### src/rtl/prog_ctr_pkg.sv
// Shared types and default sizes for the program sequencer.
package prog_ctr_pkg;

    typedef enum logic [1:0] {IDLE, ARMED, RUN, DONE} seq_state_t;

    localparam int PC_W   = 10;
    localparam int OFF_W  = 8;
    localparam int N_PROG = 4;

endpackage

### src/rtl/pc_next_calc.sv
// Combinational next-PC selection for the RUN state: stall > jump > branch > increment.
module pc_next_calc
    import prog_ctr_pkg::*;
#(
    parameter int L    = PC_W,
    parameter int OFFW = OFF_W
) (
    input  logic [L-1:0]    i_pc,
    input  logic            i_stall,
    input  logic            i_jump_en,
    input  logic [L-1:0]    i_jump_target,
    input  logic            i_branch_en,
    input  logic [OFFW-1:0] i_branch_off,
    output logic [L-1:0]    o_next_pc,
    output logic            o_ovf
);

    // Two guard bits: any set guard bit means the branch left 0..2**L-1.
    logic [L+1:0] w_pc_ext;
    logic [L+1:0] w_off_ext;
    logic [L+1:0] w_sum;

    assign w_pc_ext  = {2'b00, i_pc};
    assign w_off_ext = {{(L+2-OFFW){i_branch_off[OFFW-1]}}, i_branch_off};
    assign w_sum     = w_pc_ext + w_off_ext;

    always_comb begin
        o_next_pc = i_pc + L'(1);
        o_ovf     = 1'b0;
        if (i_stall) begin
            o_next_pc = i_pc;
        end else if (i_jump_en) begin
            o_next_pc = i_jump_target;
        end else if (i_branch_en) begin
            o_next_pc = w_sum[L-1:0];
            o_ovf     = |w_sum[L+1:L];
        end
    end

endmodule

### src/rtl/prog_ctr_seq.sv
// Multi-program sequencer: arms on Start, runs with jump/branch/stall, pulses Done on Halt.
module prog_ctr_seq
    import prog_ctr_pkg::*;
#(
    parameter int L     = PC_W,
    parameter int OFFW  = OFF_W,
    parameter int NPROG = N_PROG,
    parameter logic [NPROG-1:0][L-1:0] PROG_BASE = {
        L'(3 * (2 ** (L-2))), L'(2 * (2 ** (L-2))), L'(2 ** (L-2)), L'(0)},
    localparam int SELW = (NPROG > 1) ? $clog2(NPROG) : 1
) (
    input  logic            Clk,
    input  logic            Reset,
    input  logic            Start,
    input  logic [SELW-1:0] ProgSel,
    input  logic            Stall,
    input  logic            Halt,
    input  logic            JumpEn,
    input  logic [L-1:0]    JumpTarget,
    input  logic            BranchEn,
    input  logic [OFFW-1:0] BranchOff,
    output logic [L-1:0]    ProgCtr,
    output logic            Running,
    output logic            Done,
    output logic [SELW-1:0] ProgId,
    output logic            Fault
);

    seq_state_t      r_state;
    logic [L-1:0]    r_pc;
    logic [SELW-1:0] r_id;
    logic            r_fault;

    seq_state_t      w_state_nxt;
    logic [L-1:0]    w_pc_nxt;
    logic [SELW-1:0] w_id_nxt;
    logic            w_fault_nxt;
    logic [SELW-1:0] w_sel;
    logic [L-1:0]    w_base;
    logic [L-1:0]    w_calc_pc;
    logic            w_calc_ovf;

    // Out-of-range selections fall back to program 0.
    assign w_sel  = (32'(ProgSel) < NPROG) ? ProgSel : '0;
    assign w_base = PROG_BASE[w_sel];

    pc_next_calc #(.L(L), .OFFW(OFFW)) u_calc (
        .i_pc          (r_pc),
        .i_stall       (Stall),
        .i_jump_en     (JumpEn),
        .i_jump_target (JumpTarget),
        .i_branch_en   (BranchEn),
        .i_branch_off  (BranchOff),
        .o_next_pc     (w_calc_pc),
        .o_ovf         (w_calc_ovf)
    );

    always_comb begin
        w_state_nxt = r_state;
        w_pc_nxt    = r_pc;
        w_id_nxt    = r_id;
        w_fault_nxt = r_fault;
        unique case (r_state)
            IDLE: begin
                if (Start) begin
                    w_state_nxt = ARMED;
                    w_pc_nxt    = w_base;
                    w_id_nxt    = w_sel;
                    w_fault_nxt = 1'b0;
                end
            end
            ARMED: begin
                if (!Start) w_state_nxt = RUN;
            end
            RUN: begin
                if (Start) begin
                    w_state_nxt = ARMED;
                    w_pc_nxt    = w_base;
                    w_id_nxt    = w_sel;
                    w_fault_nxt = 1'b0;
                end else if (Halt) begin
                    w_state_nxt = DONE;
                end else begin
                    w_pc_nxt = w_calc_pc;
                    if (w_calc_ovf) w_fault_nxt = 1'b1;
                end
            end
            DONE: begin
                // Start here is deliberately ignored; IDLE sees it next cycle.
                w_state_nxt = IDLE;
            end
            default: w_state_nxt = IDLE;
        endcase
    end

    always_ff @(posedge Clk) begin
        if (Reset) begin
            r_state <= IDLE;
            r_pc    <= '0;
            r_id    <= '0;
            r_fault <= 1'b0;
        end else begin
            r_state <= w_state_nxt;
            r_pc    <= w_pc_nxt;
            r_id    <= w_id_nxt;
            r_fault <= w_fault_nxt;
        end
    end

    assign ProgCtr = r_pc;
    assign ProgId  = r_id;
    assign Fault   = r_fault;
    assign Running = (r_state == RUN);
    assign Done    = (r_state == DONE);

endmodule
### config.mk
export PLATFORM = sky130hd
export DESIGN_NAME = prog_ctr_seq
export DESIGN_NICKNAME = d
export VERILOG_FILES = /design/src/rtl/prog_ctr_pkg.sv /design/src/rtl/pc_next_calc.sv /design/src/rtl/prog_ctr_seq.sv
export SDC_FILE = /design/constraint.sdc
export NUM_CORES = 1
export LEC_CHECK = 0
export CAP_MARGIN = 0
export CELL_PAD_IN_SITES_DETAIL_PLACEMENT = 2
export CELL_PAD_IN_SITES_GLOBAL_PLACEMENT = 2
export CORE_UTILIZATION = 24
export DETAILED_ROUTE_END_ITERATION = 12
export GPL_TIMING_DRIVEN = 0
export PLACE_DENSITY_LB_ADDON = 0.1
export SYNTH_ARGS = -nofsm -noshare
export SYNTH_HDL_FRONTEND = slang
export SYNTH_SLANG_ARGS = --single-unit
### constraint.sdc
create_clock -name Clk -period 2.05 [get_ports Clk]
set_clock_uncertainty 0.05 [all_clocks]
set_input_delay 0.41 -clock Clk [delete_from_list [all_inputs] [get_ports Clk]]
set_output_delay 0.41 -clock Clk [all_outputs]
set_load 0.005 [all_outputs]
==> metrics.md <==
| Metric | Value |
|---|---|
| Status | finished clean |
| H-tree depth | 1 |
| DR iter-0 viols | 38 |
| Synth unique cells | 48 |
| Reg clk slew, reported paths | 80 ps |
| Antenna-violating nets left | 0 |
| Max-slew violation count | 0 |
| Sw Ratio | 0.320 |
| Root Driver | clkbuf_8 |
| Power share of the sequential group | 0.382 |
| Clock Path Buffers | 2 |
| Initial core utilization | 0.256 |
| Sw power | 0.259 mW |
| Min cycle time layout | 2010 ps |
| P_int | between 0.5 and 0.6 mW |
| Via-to-Cell Ratio | 5.45 |
| Via Count | 1,673 |
| DRC | 0 |
| Clock latency on the worst-skew pair | 260 ps |
| Post-synthesis register bit count | 15 |
| Number of port buffers | just over 40 |
| Syn nets | 227 |
| Placed Cells incl. Taps | 300 |
| Post-synth EDFFs | 0 |
| First-pass GRT wire length | 9250 µm |
| Global route total overflow | 0 |
| Layout cells sized above 1 | 0.166 |
| Top post-synthesis cells by area | dfxtp_1 21%, ha_1 10%, o21ai_0 5.2%, a21oi_1 4.8%, xor2_1 4.8% |
| Setup TNS | 0 ps |
| Final Hold Viols | 0 |
| Final std cells w/o fill | 307 |
| CP endpoint kind | flip-flop |
| Relative slew slack | 0.667 |
| DIE HEIGHT | 79.8 µm |
| Post-Route WL | 5870 µm |
| Clk sinks | 15 |
| Max VDD drop | ~0.18 mV |
| Clock power share | 0.326 |
| Hold path cells | 2 |
| Cell Area, Synth | 1450 µm² |
| N_diodes | 0 |
| Routed length per placed instance | 19.1 µm |
| LEAKAGE | roughly 0.85 nW |
| Die width | approximately 80 µm |
| IO Pins | between 40 and 50 |
| Core area | between 5000 and 6000 µm² |
| Area delta synth->final | 52.2% |
| Sequential area share after synthesis | 0.207 |
| Synth Warn # | 0 |
| Vias in the first global route | 1,757 |
| Drt pass-1 iters | 4 |
| Nets | 276 |
| Total power draw | roughly 0.81 mW |
| Logic gate share of total power | 0.291 |
| Worst endpoint required time | 2180 ps |
| Pwr/cell area | 367 nW/µm² |
| Worst min path class | reg -> reg |
| Final Wtd Congestion | 0.718 |
| Least-Margin Pin Slew | 499 ps |
| Post-Syn Instances | 187 |
| Critical-path maximum fanout | 4 |
| Post-DP HPWL | 4560 µm |
| Fmax | 498 MHz |
| GRT Util Overall | 0.189 |
| Fin crit share | 0.979 |
| Core Rows | 27 |
| Async SR Flop Fraction | 0 |
| Arr. time, crit path | 2140 ps |
| Worst-case reg-to-reg path depth | 7 |
| Top cell type's share of synthesized area | 0.207 |
| Finished Core Util | 0.389 |
| CTS tree | yes |
| CP Launch Type | input pin |
| Top FF cell, synth | dfxtp_1 |
| Setup Viol. Count Final | 0 |
| Die ar. | 6360 µm² |
| Mapped Avg Cell Area | between 7 and 8 µm² |
| Dominant cell type by area after synthesis | dfxtp_1 |
| Largest net degree at the start of global routing | 11 |
| Initial antenna violation count | 0 |
| Crit path kind | in -> reg |
| Total CTS buffers | 3 |
| Max-cap viol count | 0 |
==> final cells by class <==
type | instances | area, µm²
fill | 633 | 3470
multi-input combinational | 161 | 1290
timing repair buffer | 44 | 433
sequential | 15 | 309
tap | 72 | 90.1
clock buffer | 3 | 41.3
inverter | 8 | 30.0
buffer | 3 | 11.3
clock inverter | 1 | 5.00
==> cell families after synthesis <==
family                   count (synthesis)  synth area share
buffers and inverters                   11            0.0284
AO/OA/AOI/OAI                           70             0.328
flip-flops                              15             0.207
multiplexers                             3            0.0207
AND/OR/NAND/NOR                         63             0.226
adder cells (fa/ha/maj)                 13             0.117
XOR/XNOR                                12            0.0724
==> synthesized netlist by cell type, drive strengths merged, types with 4 or more instances <==
library cell  instances
a22oi                 5
dfxtp                15
a21o                  4
xor2                  8
nor3                  6
o21ai                15
nand2                18
nand2b                4
a211oi                6
ha                   12
a21oi                14
xnor2                 4
inv                   8
nor2                 10
nand3                 6
and3                  5
==> through the flow <==
stage | worst slack [ps] | hold WS [ps] | instance area [µm²]
after global placement | -541 | 393 | 1960
final | 43.2 | 422 | 2210
after global routing | -86.9 | 444 | 2210
after floorplan | 26.6 | 403 | 1460
after CTS | -8.63 | 417 | 2100
after detailed placement | -690 | 407 | 1960
==> sequential cells by signal (all words and copies together) (netlist names) <==
name     cells
r_state      2
ProgId       2
Fault        1
ProgCtr     10
==> placed cells by master (no fill, tap or decap), types with 5 or more instances in the layout <==
cell type,synthesis,layout
clkdlybuf4s50_1,0,33
nand2_1,18,18
a21oi_1,14,13
o21ai_0,15,11
dfxtp_1,15,10
nor2_1,10,8
xor2_1,8,8
inv_1,8,7
ha_4,0,7
nor3_1,6,6
nand3_1,6,5
a211oi_1,6,5
a22oi_1,5,5
==> critical path, cell delays in order <==
cell,delay [ps]
clkdlybuf4s15_1,200
ha_4,180
fa_2,330
a21o_1,180
and3_4,200
o211a_1,230
o21a_1,180
o31ai_1,220
==> power groups by stage <==
stage / logic [mW] / registers, mW / clock network (mW)
2_1_floorplan: 0.104 / 0.314 / 0
3_3_place_gp: 0.208 / 0.316 / 0
3_5_place_dp: 0.217 / 0.317 / 0
4_1_cts: 0.224 / 0.309 / 0.263
5_1_grt: 0.259 / 0.311 / 0.280
6_report: 0.236 / 0.310 / 0.264
==> what timing repair did <==
action	CTS	global route
gates resized for setup	28	23
setup endpoints to repair	7	7
hold buffers	0	0
pin swaps	9	12
setup buffers	3	0
hold endpoints to repair	0	0
==> per-layer routing <==
metal  share of wire  GRT usage  vias up
li1                -          -      811
met1            0.48      0.259      831
met2            0.49      0.321       29
met3           0.027     0.0171        2
met4          0.0014     0.0357        0
met5               0          0        -
==> path summary, 6_finish.rpt <==
kind	from	to	slack (ps)
hold reg to reg	ProgId[1]	ProgId[1]	420
setup / recovery	BranchOff[0]	ProgCtr[8]	40
setup reg to reg	ProgCtr[0]	ProgCtr[8]	40
hold / removal	ProgId[1]	ProgId[1]	420
Power figures use the tool's default switching activity.
